`config.mk`:
```
export PLATFORM = sky130hd
export DESIGN_NAME = bf_tx_arbiter
export DESIGN_NICKNAME = d
export VERILOG_FILES = /design/src/rtl/bf_tx_arbiter.sv
export SDC_FILE = /design/constraint.sdc
export NUM_CORES = 1
export LEC_CHECK = 0
export CAP_MARGIN = 15
export CORE_ASPECT_RATIO = 0.7
export CORE_MARGIN = 2
export CORE_UTILIZATION = 36
export DETAILED_ROUTE_END_ITERATION = 6
export PLACE_DENSITY = 0.7
export REMOVE_ABC_BUFFERS = 1
export SLEW_MARGIN = 20
export SYNTH_ARGS = -nofsm -noshare
export SYNTH_HDL_FRONTEND = slang
export SYNTH_SLANG_ARGS = --single-unit
```
`constraint.sdc`:
```
create_clock -name clk_i -period 1.9 [get_ports clk_i]
set_input_delay 0.285 -clock clk_i [delete_from_list [all_inputs] [get_ports clk_i]]
set_output_delay 0.285 -clock clk_i [all_outputs]
set_load 0.01 [all_outputs]
```
`src/rtl/bf_tx_arbiter.sv`:
```
// Two-requester byte arbiter feeding a single UART transmitter.
// CPU has fixed priority; debug is guaranteed a slot after STARVE_LIMIT back-to-back CPU grants.
module bf_tx_arbiter #(
   parameter int unsigned DATA_W       = 8,
   parameter int unsigned STARVE_LIMIT = 4,
   parameter int unsigned ACK_TIMEOUT  = 3
) (
   input  logic              clk_i,
   input  logic              rst_i,
   input  logic              cpu_valid_i,
   input  logic [DATA_W-1:0] cpu_data_i,
   output logic              cpu_ready_o,
   input  logic              dbg_valid_i,
   input  logic [DATA_W-1:0] dbg_data_i,
   output logic              dbg_ready_o,
   output logic              tx_start_o,
   output logic [DATA_W-1:0] tx_data_o,
   input  logic              tx_busy_i,
   output logic [1:0]        grant_o,
   output logic              ack_err_o
);

   localparam int unsigned SW = $clog2(STARVE_LIMIT + 1);
   localparam int unsigned AW = $clog2(ACK_TIMEOUT + 1);

   typedef enum logic [1:0] {IDLE, LAUNCH, WAIT_ACK, WAIT_DONE} state_t;

   state_t            r_state;
   logic [SW-1:0]     r_starve;
   logic [AW-1:0]     r_ack_cnt;
   logic              r_tx_start;
   logic [DATA_W-1:0] r_tx_data;
   logic [1:0]        r_grant;
   logic              r_ack_err;

   logic w_open;
   logic w_dbg_win;
   logic w_cpu_ready;
   logic w_dbg_ready;

   // Ready is gated by rst_i so both requesters see it drop the instant reset asserts.
   always_comb begin
      w_open      = rst_i && (r_state == IDLE) && !tx_busy_i;
      w_dbg_win   = dbg_valid_i && (!cpu_valid_i || (r_starve == SW'(STARVE_LIMIT)));
      w_cpu_ready = w_open && cpu_valid_i && !w_dbg_win;
      w_dbg_ready = w_open && w_dbg_win;
   end

   always_ff @(posedge clk_i or negedge rst_i) begin
      if (!rst_i) begin
         r_state    <= IDLE;
         r_starve   <= '0;
         r_ack_cnt  <= '0;
         r_tx_start <= 1'b0;
         r_tx_data  <= '0;
         r_grant    <= '0;
         r_ack_err  <= 1'b0;
      end else begin
         r_tx_start <= 1'b0;
         case (r_state)
            IDLE: begin
               if (w_cpu_ready) begin
                  r_tx_data  <= cpu_data_i;
                  r_grant    <= 2'b01;
                  r_tx_start <= 1'b1;
                  r_state    <= LAUNCH;
                  if (!dbg_valid_i)
                     r_starve <= '0;
                  else if (r_starve != SW'(STARVE_LIMIT))
                     r_starve <= r_starve + SW'(1);
               end else if (w_dbg_ready) begin
                  r_tx_data  <= dbg_data_i;
                  r_grant    <= 2'b10;
                  r_tx_start <= 1'b1;
                  r_state    <= LAUNCH;
                  r_starve   <= '0;
               end
            end
            LAUNCH: begin
               r_ack_cnt <= '0;
               r_state   <= WAIT_ACK;
            end
            WAIT_ACK: begin
               if (tx_busy_i) begin
                  r_state <= WAIT_DONE;
               end else if (r_ack_cnt == AW'(ACK_TIMEOUT - 1)) begin
                  // Counter would reach ACK_TIMEOUT on this edge: give up on the byte.
                  r_ack_err <= 1'b1;
                  r_grant   <= '0;
                  r_state   <= IDLE;
               end else begin
                  r_ack_cnt <= r_ack_cnt + AW'(1);
               end
            end
            WAIT_DONE: begin
               if (!tx_busy_i) begin
                  r_grant <= '0;
                  r_state <= IDLE;
               end
            end
            default: r_state <= IDLE;
         endcase
      end
   end

   assign cpu_ready_o = w_cpu_ready;
   assign dbg_ready_o = w_dbg_ready;
   assign tx_start_o  = r_tx_start;
   assign tx_data_o   = r_tx_data;
   assign grant_o     = r_grant;
   assign ack_err_o   = r_ack_err;

endmodule
```
; Yosys cells after proc, flatten, opt, wreduce, memory -nomap -nowiden
; Cells that the tools add are included.
[classes]
addsub = 2
n_eq_ne = 13
mux = 22
bitwise_logic = 1
reduce_logical = 20
[ops]
columns = operator, n
row1 = $mux 2, 10
row2 = $mux 8, 2
row3 = $mux 3, 4
row4 = $reduce_and 3->1, 4
row5 = $ne 3x3->1 const B, 3
row6 = $ne 2x2->1 const B, 4
row7 = $pmux 2 s4, 1
row8 = $eq 2x2->1 const B, 3
row9 = $logic_and 1x1->1, 6
row10 = $pmux 2 s3, 1
row11 = $reduce_and 5->1, 1
row12 = $pmux 2 s2, 1
row13 = $reduce_bool 2->1, 2
row14 = $add 3x1->3 const B, 1
row15 = $eq 3x3->1 const B, 1
row16 = $logic_not 1->1, 3
row17 = $mux 1, 3
row18 = $ne 3x2->1 const B, 1
row19 = $reduce_bool 3->1, 1
row20 = $add 2x1->2 const B, 1
row21 = $eq 2x1->1 const B, 1
row22 = $logic_not 2->1, 1
row23 = $reduce_and 2->1, 1
row24 = $logic_or 1x1->1, 1
row25 = $not 1->1, 1
[word_totals]
ff_bits = 19
in_bits = 21
out_inout_bits = 14
wordCells = 65

; Depth between registers and ports, before layout
[logic_depth]
depth_word = 7
depth_mapped = 8
depth_no_buf = 7

; Worst setup path after synthesis
; Ideal clock, no wire load.
[synth_timing]
kind = flip-flop to flip-flop
from = register r_state[0]
to = register r_grant[0], in the netlist grant_o[0]
arrival_time_ps = 1461
t_required_ps = 1773
setup_slack_ps = 312
stages_incl_launch_ff = 8
n_path_buf = 1
path_cell_list = dfrtp_1 > inv_1 > ha_1 > buf_2 > nand2_1 > o21ai_0 > and3_2 > mux2_1
[synth_via]
elab_chain_len = 7
word_cells_on_any_way = 16
classes_between = eq/ne (6) / mux (2) / reduce/logical (8)
[synth_rtl]
columns = item, line_no
row1 = from (decl), 28  ; state_t r_state;
row2 = from (signal assigned), 51  ; r_state <= IDLE;
row3 = from (signal assigned), 66  ; r_state <= LAUNCH;
row4 = from (signal assigned), 75  ; r_state <= LAUNCH;
row5 = $logic_not 2->1, "43, 60"
row6 = $logic_and 1x1->1 (2 in series), 43  ; w_open = rst_i && (r_state == IDLE) && !tx_busy_i;
row7 = $logic_and 1x1->1 (2 in series), 45  ; w_cpu_ready = w_open && cpu_valid_i && !w_dbg_win;
row8 = $ne 3x3->1 (no line) / $mux 2 (equally long branches), --
row9 = $reduce_and 5->1 (no line) / $pmux 2 s3 (equally long branches), --
row10 = to (signal assigned), 56  ; r_grant <= '0;
row11 = to (signal assigned), 64  ; r_grant <= 2'b01;
row12 = to (signal assigned), 73  ; r_grant <= 2'b10;
row13 = to (decl), 33  ; logic [1:0] r_grant;
; Parallel ways exist; a longest one is shown, timed or not.
; A chain may end at the register's enable or synchronous reset.

; Worst setup path in the final report
[layout_timing]
from = register r_state[1]
to = output cpu_ready_o
[layout_via]
elab_chain_len = 5
[layout_rtl]
columns = item, line_no
row1 = $logic_not 2->1, 43
row2 = $logic_and 1x1->1 (2 in series), 43
row3 = $logic_and 1x1->1 (2 in series), 45
row4 = to (decl), 12  ; output logic cpu_ready_o,
; No other way between the ends.

==> metrics <==
outcome completed; reg-to-reg slack, setup 130 ps; post-route cell area 1590 um^2; reg2reg start r_state[1]; vias in the first global route 945; #FFs+latches synth 19; All-Layer GR Usage 16.1%; WP data required 1620 ps; Mapped Area 1070 um^2; final setup violation count 0; uppermost layer routed met4; CP Launch Type register; Clock Skew 6.92 ps; final period utilization 95.5%; fin. max-slew vios 0; reg-to-reg endpoint tx_data_o[4]; CTS tree built; Die Y 49.7 um; post-route minimum period 1810 ps; post-DP HPWL 1910 um; Clock Path Buffers 2; WL met1 1110 um; R2R cell count 8; routed wl met2 1090 um; 1st-iter DRT viols 23; grt ovf 0; core area 2820 um^2; worst-margin pin slew 284 ps; Non-Filler Instances 185; Vias per Instance 4.87; wire length per cell 13.0 um; Worst-Skew Late Latency 260 ps; Post-Place Cell Area 1530 um^2; Reg clk slew, reported paths 80 ps; area of the die 3450 um^2; DR WL met3 189 um; total chip power 2.21 mW; syn avg cell area 11.0 um^2; unrepaired setup endpoints after global routing yes; CTS Buf Count 3; drt pass-1 iters 4; Detail Route Antenna Nets 0; die width 69.3 um; H-Tree Depth 1; routability-driven placement congestion ratio 0.918; Hold WS 399 ps; critical path arrival 1530 ps; Max-Cap Viols 0; Placed Instances 178; crit path max fanout 2; Crit. End Element primary output; Rows 16; vias 901; largest net degree at the start of global routing 21; peak supply drop 0.652 mV; I/O pin cnt 35; setup total negative slack 0 ps; Port Buffers 34; DRT Wirelength 2410 um; global-route wire length before repair 4310 um; Initial Utilization 38.1%; # clock sinks 19; YS warnings 0; Post-route DRC 0; static leakage 0.707 nW; Pwr Density 1380 nW/um^2; relative slew slack 81.0%; synthesized instance count 98; layout net count 179; root buf cell clkbuf_8; sequential area share after synthesis 44.2%; initial antenna violation count 0; area grow syn2layout 48.2%; Synth cell types 33; Hold WC Path Type in -> async; CP Class reg -> out; maximum achievable frequency 551 MHz; n_diodes 0; layout cell share with drive strength beyond 1 20.8%; Hold Fails Final Rpt 0
[repair_timing]
| item | CTS | global route |
|---|---|---|
| hold buffers | 0 | 0 |
| setup buffers | 1 | 2 |
| endpoints found under the hold margin | 0 | 0 |
| setup endpoints to repair | 2 | 3 |
| resized for setup | 5 | 4 |
[placed cells by master (no fill, tap or decap), drive strengths merged, types with 2 or more instances in the layout]
cell type and instances:
a31oi 2, o22a 8, ha 8, and3 2, buf 18, o22ai 2
clkbuf 4, nor2 3, nand3 3, clkdlybuf4s50 32, mux2i 2, mux2 2
nor3 3, dfrtp 19, o31ai 2, o21a 8, nand2 8, o21ai 3
inv 9
[stage by stage]
stage | worst slack (ps) | utilization, %
after detailed placement | -163 | 54.1
final | 85.6 | 56.4
after global routing | -4.64 | 56.4
after floorplan | 286 | -
after global placement | -167 | 54.1
after CTS | -17.9 | 56.0
[routing by layer]
layer  up-vias  track usage, %
li1        453               -
met1       421            19.7
met2        25            26.4
met3         2            6.75
met4         0            3.92
met5         -               0
[power by group]
part,switching [mW],total (mW),internal [mW],leakage [nW]
Sequential,0.0980,0.682,0.584,0.228
Clock,0.136,0.285,0.149,0.0228
Combinational,0.513,1.24,0.726,0.457
Total,0.746,2.21,1.46,0.707
[logic make-up (layout without fill, tap and decap cells)]
family,after synthesis,after routing,share of synthesized area (%)
AO/OA/AOI/OAI,29,29,20.0
XOR/XNOR,1,1,0.815
adder cells (fa/ha/maj),8,8,9.31
buffers and inverters,13,64,6.75
flip-flops,19,19,44.2
multiplexers,4,4,4.31
AND/OR/NAND/NOR,24,24,14.6
[worst max-delay path, stage by stage (launching register included)]
cell and delay [ps]:
dfrtp_1 390, inv_1 80, ha_1 160, and3b_2 230
nand3_4 80, inv_1 90, clkdlybuf4s15_1 240
[worst max-delay path by stage]
| stage | slack [ps] | endpoint | start |
|---|---|---|---|
| floorplan | 290 | r_state[0] | r_state[0] |
| global placement | -170 | dbg_ready_o | rst_i |
| detailed placement | -160 | dbg_ready_o | rst_i |
| CTS | -20 | dbg_ready_o | r_state[0] |
| global route | -5 | dbg_ready_o | r_state[1] |
| finish | 90 | cpu_ready_o | r_state[1] |
[registers in the layout (all words and copies together) (netlist names)]
signal,flops
r_state,2
r_starve,3
grant_o,2
r_ack_cnt,2
tx_start_o,1
ack_err_o,1
tx_data_o,8
[layout make-up]
cell class	count	area, um^2
tap	36	45.0
multi-input combinational	66	531
sequential	19	475
inverter	9	33.8
clock buffer	4	45.0
timing repair buffer	51	463
fill	236	1230
[cell usage after synthesis]
cell / count / share of area [%]
a21oi_1: 1 / 0.47
a22o_1: 1 / 0.82
a31oi_1: 2 / 1.2
a41oi_1: 1 / 0.82
and3_2: 1 / 0.70
and3_4: 1 / 1.0
and3b_1: 1 / 0.82
buf_2: 1 / 0.47
buf_6: 3 / 3.1
dfrtp_1: 19 / 44
ha_1: 8 / 9.3
inv_1: 9 / 3.1
mux2_1: 1 / 1.0
mux2_4: 1 / 1.4
mux2i_1: 2 / 1.9
nand2_1: 8 / 2.8
nand2b_1: 1 / 0.58
nand3_1: 2 / 0.93
nand3_4: 1 / 1.6
nand4_1: 1 / 0.58
nor2_1: 2 / 0.70
nor2_4: 1 / 1.0
nor2b_4: 1 / 1.3
nor3_1: 3 / 1.4
o21a_1: 8 / 5.6
o21ai_0: 2 / 0.93
o21ai_1: 1 / 0.47
o21bai_1: 1 / 0.70
o22a_1: 8 / 6.5
o22ai_1: 2 / 1.2
o31ai_1: 2 / 1.4
or3b_4: 1 / 1.0
xnor2_1: 1 / 0.82
Power figures use the tool's default switching activity.
